===== src/rtl/alarm_ctrl_if.sv =====
// Alarm clock controller bus: switch/button/tick inputs and display/status outputs.
interface alarm_ctrl_if;
    logic       tick_1hz;
    logic       alarm_en;
    logic       set_time;
    logic       set_alarm;
    logic       btn_hour;
    logic       btn_min;
    logic       btn_snooze;
    logic       hourten;
    logic [3:0] hour;
    logic [2:0] minten;
    logic [3:0] min;
    logic       ring;
    logic [2:0] state;

    modport master (
        output tick_1hz, alarm_en, set_time, set_alarm, btn_hour, btn_min, btn_snooze,
        input  hourten, hour, minten, min, ring, state
    );

    modport slave (
        input  tick_1hz, alarm_en, set_time, set_alarm, btn_hour, btn_min, btn_snooze,
        output hourten, hour, minten, min, ring, state
    );
endinterface


===== src/rtl/alarm_ctrl.sv =====
// Alarm clock sequencing: 12-hour BCD timekeeping, alarm register, mode FSM
// (run / set time / set alarm / ringing / snooze) and display source select.
//
//  state     | meaning
//  ----------+-------------------------------------------------
//  RUN       | clock runs, alarm compared on minute rollover
//  SET_TIME  | time frozen (sec held 0), buttons edit the time
//  SET_ALARM | clock runs, buttons edit the alarm, alarm shown
//  RINGING   | ring asserted, timeout counts minutes
//  SNOOZE    | ring off, counts down minutes before re-ringing
module alarm_ctrl #(
    parameter int SEC_PER_MIN      = 60,
    parameter int SNOOZE_MIN       = 5,
    parameter int RING_TIMEOUT_MIN = 10
) (
    input  logic         CLK100MHZ,
    input  logic         rst,
    alarm_ctrl_if.slave  bus
);
    localparam int SEC_W = (SEC_PER_MIN > 1) ? $clog2(SEC_PER_MIN) : 1;
    localparam int SNZ_W = $clog2(SNOOZE_MIN + 1);
    localparam int TO_W  = $clog2(RING_TIMEOUT_MIN + 1);

    typedef enum logic [2:0] {
        RUN       = 3'd0,
        SET_TIME  = 3'd1,
        SET_ALARM = 3'd2,
        RINGING   = 3'd3,
        SNOOZE    = 3'd4
    } state_t;

    typedef struct packed {
        logic       ht;
        logic [3:0] h;
        logic [2:0] mt;
        logic [3:0] m;
    } hm_t;

    localparam hm_t TIME_RST  = '{ht: 1'b1, h: 4'd2, mt: 3'd0, m: 4'd0};
    localparam hm_t ALARM_RST = '{ht: 1'b0, h: 4'd6, mt: 3'd0, m: 4'd0};

    // 12-hour BCD hour increment: 09 -> 10, 12 -> 01.
    function automatic hm_t inc_hour(hm_t t);
        hm_t r = t;
        if (t.ht && t.h == 4'd2) begin
            r.ht = 1'b0;
            r.h  = 4'd1;
        end else if (t.h == 4'd9) begin
            r.ht = 1'b1;
            r.h  = 4'd0;
        end else begin
            r.h = t.h + 4'd1;
        end
        return r;
    endfunction

    // BCD minute increment; carry selects whether 59 -> 00 bumps the hour.
    function automatic hm_t inc_min(hm_t t, logic carry);
        hm_t r = t;
        if (t.m != 4'd9) begin
            r.m = t.m + 4'd1;
        end else begin
            r.m = 4'd0;
            if (t.mt != 3'd5) begin
                r.mt = t.mt + 3'd1;
            end else begin
                r.mt = 3'd0;
                if (carry) r = inc_hour(r);
            end
        end
        return r;
    endfunction

    state_t           state_q, state_d;
    logic [SEC_W-1:0] sec_q, sec_d;
    hm_t              time_q, time_d, alarm_q, alarm_d;
    logic [SNZ_W-1:0] snz_q, snz_d;
    logic [TO_W-1:0]  to_q, to_d;
    logic             prev_hour, prev_min, prev_snooze;
    logic             edge_hour, edge_min, edge_snooze;
    logic             rollover;
    hm_t              disp_d, disp_q;
    logic             ring_d, ring_q;

    assign edge_hour   = bus.btn_hour   & ~prev_hour;
    assign edge_min    = bus.btn_min    & ~prev_min;
    assign edge_snooze = bus.btn_snooze & ~prev_snooze;
    assign rollover    = bus.tick_1hz && (state_q != SET_TIME) &&
                         (sec_q == SEC_W'(SEC_PER_MIN - 1));

    // State register.
    always_ff @(posedge CLK100MHZ or posedge rst) begin
        if (rst) state_q <= RUN;
        else     state_q <= state_d;
    end

    // Next time/alarm values: seconds counting, minute carry, and button edits in the set modes.
    always_comb begin
        sec_d   = sec_q;
        time_d  = time_q;
        alarm_d = alarm_q;
        if (state_q == SET_TIME) begin
            sec_d = '0;
            if (edge_hour) time_d = inc_hour(time_d);
            if (edge_min)  time_d = inc_min(time_d, 1'b0);
        end else begin
            if (rollover) begin
                sec_d  = '0;
                time_d = inc_min(time_q, 1'b1);
            end else if (bus.tick_1hz) begin
                sec_d = sec_q + SEC_W'(1);
            end
            if (state_q == SET_ALARM) begin
                if (edge_hour) alarm_d = inc_hour(alarm_d);
                if (edge_min)  alarm_d = inc_min(alarm_d, 1'b0);
            end
        end
    end

    // Next-state logic with snooze and ring-timeout minute counters; switches override everything.
    always_comb begin
        state_d = state_q;
        snz_d   = snz_q;
        to_d    = to_q;
        if (bus.set_time) begin
            state_d = SET_TIME;
        end else if (bus.set_alarm) begin
            state_d = SET_ALARM;
        end else begin
            case (state_q)
                SET_TIME, SET_ALARM: state_d = RUN;
                RUN: begin
                    if (bus.alarm_en && rollover && time_d == alarm_q) begin
                        state_d = RINGING;
                        to_d    = '0;
                    end
                end
                RINGING: begin
                    if (!bus.alarm_en) begin
                        state_d = RUN;
                    end else if (edge_snooze) begin
                        state_d = SNOOZE;
                        snz_d   = SNZ_W'(SNOOZE_MIN);
                    end else if (rollover) begin
                        to_d = to_q + TO_W'(1);
                        if (to_d == TO_W'(RING_TIMEOUT_MIN)) state_d = RUN;
                    end
                end
                SNOOZE: begin
                    if (!bus.alarm_en) begin
                        state_d = RUN;
                    end else if (rollover) begin
                        snz_d = snz_q - SNZ_W'(1);
                        if (snz_d == '0) begin
                            state_d = RINGING;
                            to_d    = '0;
                        end
                    end
                end
                default: state_d = RUN;
            endcase
        end
    end

    // Output decode from the next state so the registered outputs track the cycle of change.
    always_comb begin
        disp_d = (state_d == SET_ALARM) ? alarm_d : time_d;
        ring_d = (state_d == RINGING);
    end

    // Datapath registers; button history resets high so a button held through reset gives no edge.
    always_ff @(posedge CLK100MHZ or posedge rst) begin
        if (rst) begin
            sec_q       <= '0;
            time_q      <= TIME_RST;
            alarm_q     <= ALARM_RST;
            snz_q       <= '0;
            to_q        <= '0;
            prev_hour   <= 1'b1;
            prev_min    <= 1'b1;
            prev_snooze <= 1'b1;
        end else begin
            sec_q       <= sec_d;
            time_q      <= time_d;
            alarm_q     <= alarm_d;
            snz_q       <= snz_d;
            to_q        <= to_d;
            prev_hour   <= bus.btn_hour;
            prev_min    <= bus.btn_min;
            prev_snooze <= bus.btn_snooze;
        end
    end

    // Registered display and ring outputs.
    always_ff @(posedge CLK100MHZ or posedge rst) begin
        if (rst) begin
            disp_q <= TIME_RST;
            ring_q <= 1'b0;
        end else begin
            disp_q <= disp_d;
            ring_q <= ring_d;
        end
    end

    assign bus.hourten = disp_q.ht;
    assign bus.hour    = disp_q.h;
    assign bus.minten  = disp_q.mt;
    assign bus.min     = disp_q.m;
    assign bus.ring    = ring_q;
    assign bus.state   = state_q;
endmodule

===== src/flat_wrapper.sv =====
// flat-port wrapper written by rule: the top's interface ports become plain ports
module alarm_ctrl_flat 
#(
    parameter int SEC_PER_MIN      = 60,
    parameter int SNOOZE_MIN       = 5,
    parameter int RING_TIMEOUT_MIN = 10
)
  (CLK100MHZ, rst, bus_tick_1hz, bus_alarm_en, bus_set_time, bus_set_alarm, bus_btn_hour, bus_btn_min, bus_btn_snooze, bus_hourten, bus_hour, bus_minten, bus_min, bus_ring, bus_state);
  alarm_ctrl_if bus_i ();
  input  logic CLK100MHZ;
  input  logic rst;
  input wire logic [$bits(bus_i.tick_1hz)-1:0] bus_tick_1hz;
  input wire logic [$bits(bus_i.alarm_en)-1:0] bus_alarm_en;
  input wire logic [$bits(bus_i.set_time)-1:0] bus_set_time;
  input wire logic [$bits(bus_i.set_alarm)-1:0] bus_set_alarm;
  input wire logic [$bits(bus_i.btn_hour)-1:0] bus_btn_hour;
  input wire logic [$bits(bus_i.btn_min)-1:0] bus_btn_min;
  input wire logic [$bits(bus_i.btn_snooze)-1:0] bus_btn_snooze;
  output wire logic [$bits(bus_i.hourten)-1:0] bus_hourten;
  output wire logic [$bits(bus_i.hour)-1:0] bus_hour;
  output wire logic [$bits(bus_i.minten)-1:0] bus_minten;
  output wire logic [$bits(bus_i.min)-1:0] bus_min;
  output wire logic [$bits(bus_i.ring)-1:0] bus_ring;
  output wire logic [$bits(bus_i.state)-1:0] bus_state;
  assign bus_i.tick_1hz = bus_tick_1hz;
  assign bus_i.alarm_en = bus_alarm_en;
  assign bus_i.set_time = bus_set_time;
  assign bus_i.set_alarm = bus_set_alarm;
  assign bus_i.btn_hour = bus_btn_hour;
  assign bus_i.btn_min = bus_btn_min;
  assign bus_i.btn_snooze = bus_btn_snooze;
  assign bus_hourten = bus_i.hourten;
  assign bus_hour = bus_i.hour;
  assign bus_minten = bus_i.minten;
  assign bus_min = bus_i.min;
  assign bus_ring = bus_i.ring;
  assign bus_state = bus_i.state;
  alarm_ctrl #(.SEC_PER_MIN(SEC_PER_MIN), .SNOOZE_MIN(SNOOZE_MIN), .RING_TIMEOUT_MIN(RING_TIMEOUT_MIN)) u_core (.CLK100MHZ(CLK100MHZ), .rst(rst), .bus(bus_i));
endmodule

===== config.mk =====
export PLATFORM = sky130hd
export DESIGN_NAME = alarm_ctrl_flat
export DESIGN_NICKNAME = d
export VERILOG_FILES = /design/src/rtl/alarm_ctrl_if.sv /design/src/rtl/alarm_ctrl.sv /design/src/flat_wrapper.sv
export SDC_FILE = /design/constraint.sdc
export NUM_CORES = 1
export LEC_CHECK = 0
export ABC_AREA = 1
export CORE_MARGIN = 10
export CORE_UTILIZATION = 45
export CTS_BUF_LIST = sky130_fd_sc_hd__clkbuf_4
export CTS_CLUSTER_SIZE = 8
export DETAILED_ROUTE_END_ITERATION = 16
export PLACE_DENSITY_LB_ADDON = 0.2
export SKIP_CTS_REPAIR_TIMING = 1
export SLEW_MARGIN = 20
export SYNTH_ARGS = -nofsm -noshare
export SYNTH_HDL_FRONTEND = slang
export SYNTH_SLANG_ARGS = --single-unit

===== constraint.sdc =====
create_clock -name CLK100MHZ -period 4.8 [get_ports CLK100MHZ]
set_input_delay 0.96 -clock CLK100MHZ [delete_from_list [all_inputs] [get_ports CLK100MHZ]]
set_output_delay 0.96 -clock CLK100MHZ [all_outputs]
set_load 0.02 [all_outputs]

* After elaboration in Yosys (flattened, before gate mapping) *
Index checks and enable logic that the tools add are counted.

storage, ports and cells
  logic and storage cells = 135
  bits in registers = 56
  output and inout bits = 16
  input bits = 9

operators by class
  bitwise operators = 8
  mux-type cells = 55
  equal/unequal tests = 28
  reductions and logical operators = 13
  $add $sub $neg = 11

operators by type and width
  operator                                                                  number
  12-bit two-way mux                                                        10
  3-bit two-way mux                                                         19
  4-bit two-way mux                                                         12
  4-bit by 1-bit adder with 4-bit output (second input constant)            6
  6-bit two-way mux                                                         3
  5-bit two-way mux                                                         3
  7-bit two-way mux                                                         2
  12-bit equality test                                                      1
  3-bit by 2-bit equality test with 1-bit output (second input constant)    4
  4-bit equality test (second input constant)                               3
  4-bit inequality test (second input constant)                             3
  4-bit one-hot mux with 3 select lines                                     1
  2-bit by 1-bit inequality test with 1-bit output (second input constant)  5
  10-bit AND reduction                                                      1
  3-bit by 1-bit adder with 3-bit output (second input constant)            3
  3-bit inequality test (second input constant)                             3
  3-bit one-hot mux with 3 select lines                                     1
  4-bit by 2-bit equality test with 1-bit output (second input constant)    2
  8-bit two-way mux                                                         1
  7-bit AND reduction                                                       1
  6-bit by 1-bit adder with 6-bit output (second input constant)            1
  6-bit equality test (second input constant)                               1
  1-bit logical AND                                                         6
  3-bit logical NOT                                                         2
  11 further kinds                                                          21

* Longest topological paths before layout *
  depth after elaboration = 18
  gate-level depth with buffers = 18
  gate-level depth less buffers = 18

* Worst setup path before layout *
No wires, ideal clock.

  kind = input to register
  from = input bus_btn_min
  to = register u_core.to_q[0]
  data required time = 4.683 ns
  data arrival time = 2.288 ns
  setup time = 0.117 ns
  stages on the path = 17
  setup slack = 2.395 ns
  path buffers = 0
  path through = inv_1 nor2_1 inv_1 nor2_2 inv_1 nand2_2 nand3_1 nand2_1 nand2_1 nand2_1 nand3_2 nor2_2 nand3_2 nand2_4 nand2_4 nand2_1 nand2_1

between the ends
  word-level cells in the longest chain between the ends = 7

ends and longest elaborated chain
  item                                                        line                source
  start, declared                                             flat_wrapper.sv:17  input wire logic [$bits(bus_i.btn_min)-1:0] bus_btn_min;
  1-bit AND                                                   alarm_ctrl.sv:86    assign edge_min = bus.btn_min & ~prev_min;
  7-bit two-way mux                                           alarm_ctrl.sv:105   if (edge_min) time_d = inc_min(time_d, 1'b0);
  12-bit two-way mux                                          alarm_ctrl.sv:102   if (state_q == SET_TIME) begin
  12-bit equality test                                        alarm_ctrl.sv:133   if (bus.alarm_en && rollover && time_d == alarm_q) begin
  1-bit logical AND                                           alarm_ctrl.sv:133
  2-bit by 1-bit inequality test with 1-bit output (no line)  -
  10-bit AND reduction (no line)                              -
  end signal, assigned                                        alarm_ctrl.sv:187   to_q <= to_d;
  end, declared                                               alarm_ctrl.sv:78    logic [TO_W-1:0] to_q, to_d;

Every way passes these cells.
A chain may end at the register's enable or synchronous reset.

==> impl_metrics.csv <==
group,metric,value,unit
place,place_area,3600,sq um
cells_and_area,post-route-cell-area,3650,sq um
sta,drv_slew,0,
synthesis,yosysWarningCount,0,
place,io_buffer_count,24,
drt,wl,7.04,mm
synthesis,synth_top_area_share,36.5,%
pwr,switchingPower,0.000594,W
place,post-place-ws,1.64,ns
sta,skew,0.0108,ns
drt,postRouteAntennaNets,0,
run_status,status,"finished clean",
clocking,clkLatencyLatePin,0.38,ns
cells_and_area,n_fill_cell,670,
cells_and_area,drive_gt1_share,11.7,%
synthesis,synth_edf_count,0,
place,gp_congestion,0.889,
sta,timing.final.crit_share,57.0,%
floorplanning,die_x,105,microns
setup_path,endpoint_kind,"register",
global_route,antenna_found_initial,0,
floorplanning,die-area,11000,sq um
clocking,htreeDepth,2,
synthesis,synth_cell_types,39,
synthesis,ys_ff_latch,56,
global_route,grt_usage,12.9,%
floorplanning,fp.dieH,105,microns
drt,vias,2754,
drt,drt_first_pass_iters,4,
drt,drt_iter0_markers,121,
sta,setup_viol,0,
sta,worstMarginPinSlew,0.932,ns
sta,rsz0062_at_grt,"false",
pwr,vdd_drop_max,0.000171,V
floorplanning,start_util,46.9,%
cells_and_area,area_delta_synth_final,13.3,%
pwr,p_per_area,400,nW/um^2
synthesis,syn_area,3220,sq um
place,post-dp-hpwl,5.57,mm
synthesis,synth_fp_nets,441,
run,cap_violations,0,
setup_path,arrival,3.02,ns
setup_path,reg2reg_depth,16,
synthesis,async_reset_ff_share,100,%
pwr,pwr-share-comb,39.4,%
setup_path,regToRegSetupSlack,2.52,ns
pwr,p_leak,1.86,nW
pwr,power.internal,0.000866,W
setup_path,r2r_start,"u_core.sec_q[1]",
setup_path,crit_path_start_kind,"input port",
clocking,cts_max_path_buffers,2,
clocking,cts_root_buffer,"clkbuf_4",
global_route,grt_pass1_vias,2652,
sta,setup_slack,2.06,ns
sta,slew_headroom,37.8,%
global_route,grt_pass1_wl,12.1,mm
floorplanning,coreArea,6870,sq um
sta,max_freq,365,MHz
setup_path,critical_path_required,5.08,ns
drt,vias_per_cell,4.95,
floorplanning,rows,30,
sta,period_minus_slack,2.74,ns
drt,wire_per_inst,12.7,microns
cells_and_area,final_common_cell,"nand2_1",
min_path,hold_class,"register to register",
clocking,clk_transition_reported_paths,0.16,ns
clocking,cts_buffers,5,
cells_and_area,mostFrequentLayoutCells,"nand2_1 (110), inv_1 (66), dfrtp_1 (47)",
setup_path,worst-setup-path-type,"input port to register",
synthesis,synthTopCellsByArea,"dfrtp_1 (36%), nand2_1 (13%), inv_1 (7.8%), dfstp_2 (7.3%), nand3_1 (5.1%)",
synthesis,yosysSeqAreaShare,43.8,%
cells_and_area,antenna_cells,0,
min_path,whs_endpoint,"u_core.to_q[3]",
sta,hold_viol_final,0,
synthesis,synth.avg_cell_area,7.55,sq um
pwr,switching_share,40.7,%
floorplanning,ios,25,
synthesis,ys.flop_type,"dfrtp_1",
sta,setup_tns,0,ns
pwr,power_frac_clock,14.2,%
cells_and_area,fin_nets,473,
global_route,grt_max_degree,46,
drt,drc,0,
synthesis,synth_top_area_cell,"dfrtp_1",
clocking,cts_tree,"done",
setup_path,crit_fanout,8,
min_path,min_from,"u_core.to_q[3]",
synthesis,synthCells,427,
global_route,grt_overflow_total,0,
pwr,share_seq_of_total_power,46.3,%
setup_path,rr_endpoint,"u_core.to_q[2]",
min_path,whs_path_depth,2,
clocking,cts.sinks,56,
==> per-stage QoR <==
step           power (W)  std cells  util, %  hold WS (ns)
3_5_place_dp     0.00126        548     52.3         0.511
5_1_grt          0.00158        556     53.2         0.593
2_1_floorplan    0.00108        427        -         0.461
4_1_cts          0.00148        556     53.2         0.545
6_report         0.00146        556     53.2         0.540
3_3_place_gp     0.00126        548     52.3         0.490
==> cells by family (layout without fill, tap and decap cells) <==
group                      count (synthesis)  after routing  share of synthesized area, %
AOI/OAI and AO/OA                         50             50                          9.16
xor gates and xnor gates                   6              6                          1.63
adders and majority gates                  5              5                          1.94
buffers and inverters                     74            107                          8.61
DFF                                       56             56                          43.8
and+or+nand+nor                          236            236                          34.8
==> sequential cells by signal (all words and copies together) (netlist names) <==
register	cells
u_core.alarm_q	12
u_core.time_q	12
u_core.sec_q	6
u_core.bus.hour	4
u_core.bus.min	4
u_core.to_q	4
u_core.bus.minten	3
u_core.bus.state	3
u_core.snz_q	3
u_core.bus.hourten	1
u_core.bus.ring	1
u_core.prev_hour	1
u_core.prev_min	1
u_core.prev_snooze	1
==> worst max-delay path, stage by stage <==
cell	delay, ns
clkdlybuf4s50_1	0.48
inv_1	0.04
nor2_1	0.15
inv_1	0.09
nor2_2	0.14
inv_1	0.06
nand2_2	0.13
nand2_1	0.11
nand2_1	0.10
nand2_1	0.05
nand2_1	0.07
nand4_1	0.11
nor2_2	0.15
nand3_2	0.10
nand2_4	0.10
nand2_4	0.06
nand2_1	0.06
nand2_1	0.05
==> Yosys cell counts (4+ instances only) <==
cell type	number
nand2_1	110
inv_1	67
dfrtp_1	47
nor2_1	42
nand3_1	33
o21ai_0	21
a21oi_1	10
nand2_2	10
dfstp_2	9
nor3_1	9
nor2_2	7
nand4_1	6
ha_1	5
xor2_1	5
a31oi_1	4
inv_2	4
nand2_4	4
==> worst max path at each step <==
| stage | start | to | slack [ns] | cells after the start |
|---|---|---|---|---|
| finish | bus_btn_min | u_core.to_q[2] | 2.06 | 18 |
| global placement | bus_btn_min | u_core.to_q[3] | 1.69 | 18 |
| floorplan | bus_btn_min | u_core.to_q[0] | 2.39 | 17 |
| detailed placement | bus_btn_min | u_core.to_q[2] | 1.64 | 18 |
| global route | bus_btn_min | u_core.to_q[2] | 1.79 | 18 |
| CTS | bus_btn_min | u_core.to_q[2] | 2.06 | 18 |
==> routing by layer <==
| layer | part of all wire, % | global-route usage (%) | vias to the layer above |
|---|---|---|---|
| li1 | - | - | 1422 |
| met1 | 47 | 16.6 | 1266 |
| met5 | 0 | 0 | - |
| met2 | 47 | 21.5 | 62 |
| met4 | 0.94 | 3.04 | 0 |
| met3 | 4.6 | 2.89 | 4 |
==> power groups by stage <==
stage / logic, W / clock network, W / registers, W
6_report: 0.000576 / 0.000208 / 0.000676
5_1_grt: 0.000650 / 0.000235 / 0.000694
4_1_cts: 0.000581 / 0.000220 / 0.000676
3_5_place_dp: 0.000579 / 0 / 0.000684
3_3_place_gp: 0.000572 / 0 / 0.000683
2_1_floorplan: 0.000367 / 0 / 0.000711
==> cell type report <==
type                    count  area (sq um)  share of cell area (%)
repair buffers             26           255                    6.99
flip-flops and latches     56          1410                    38.7
clock buffers               6          45.0                    1.23
well taps                  96           120                    3.29
clock inverters             2          11.3                   0.308
inverters                  73           274                    7.50
multi-input cells         297          1530                    42.0
Note: power is estimated with default switching activity, not from simulation.
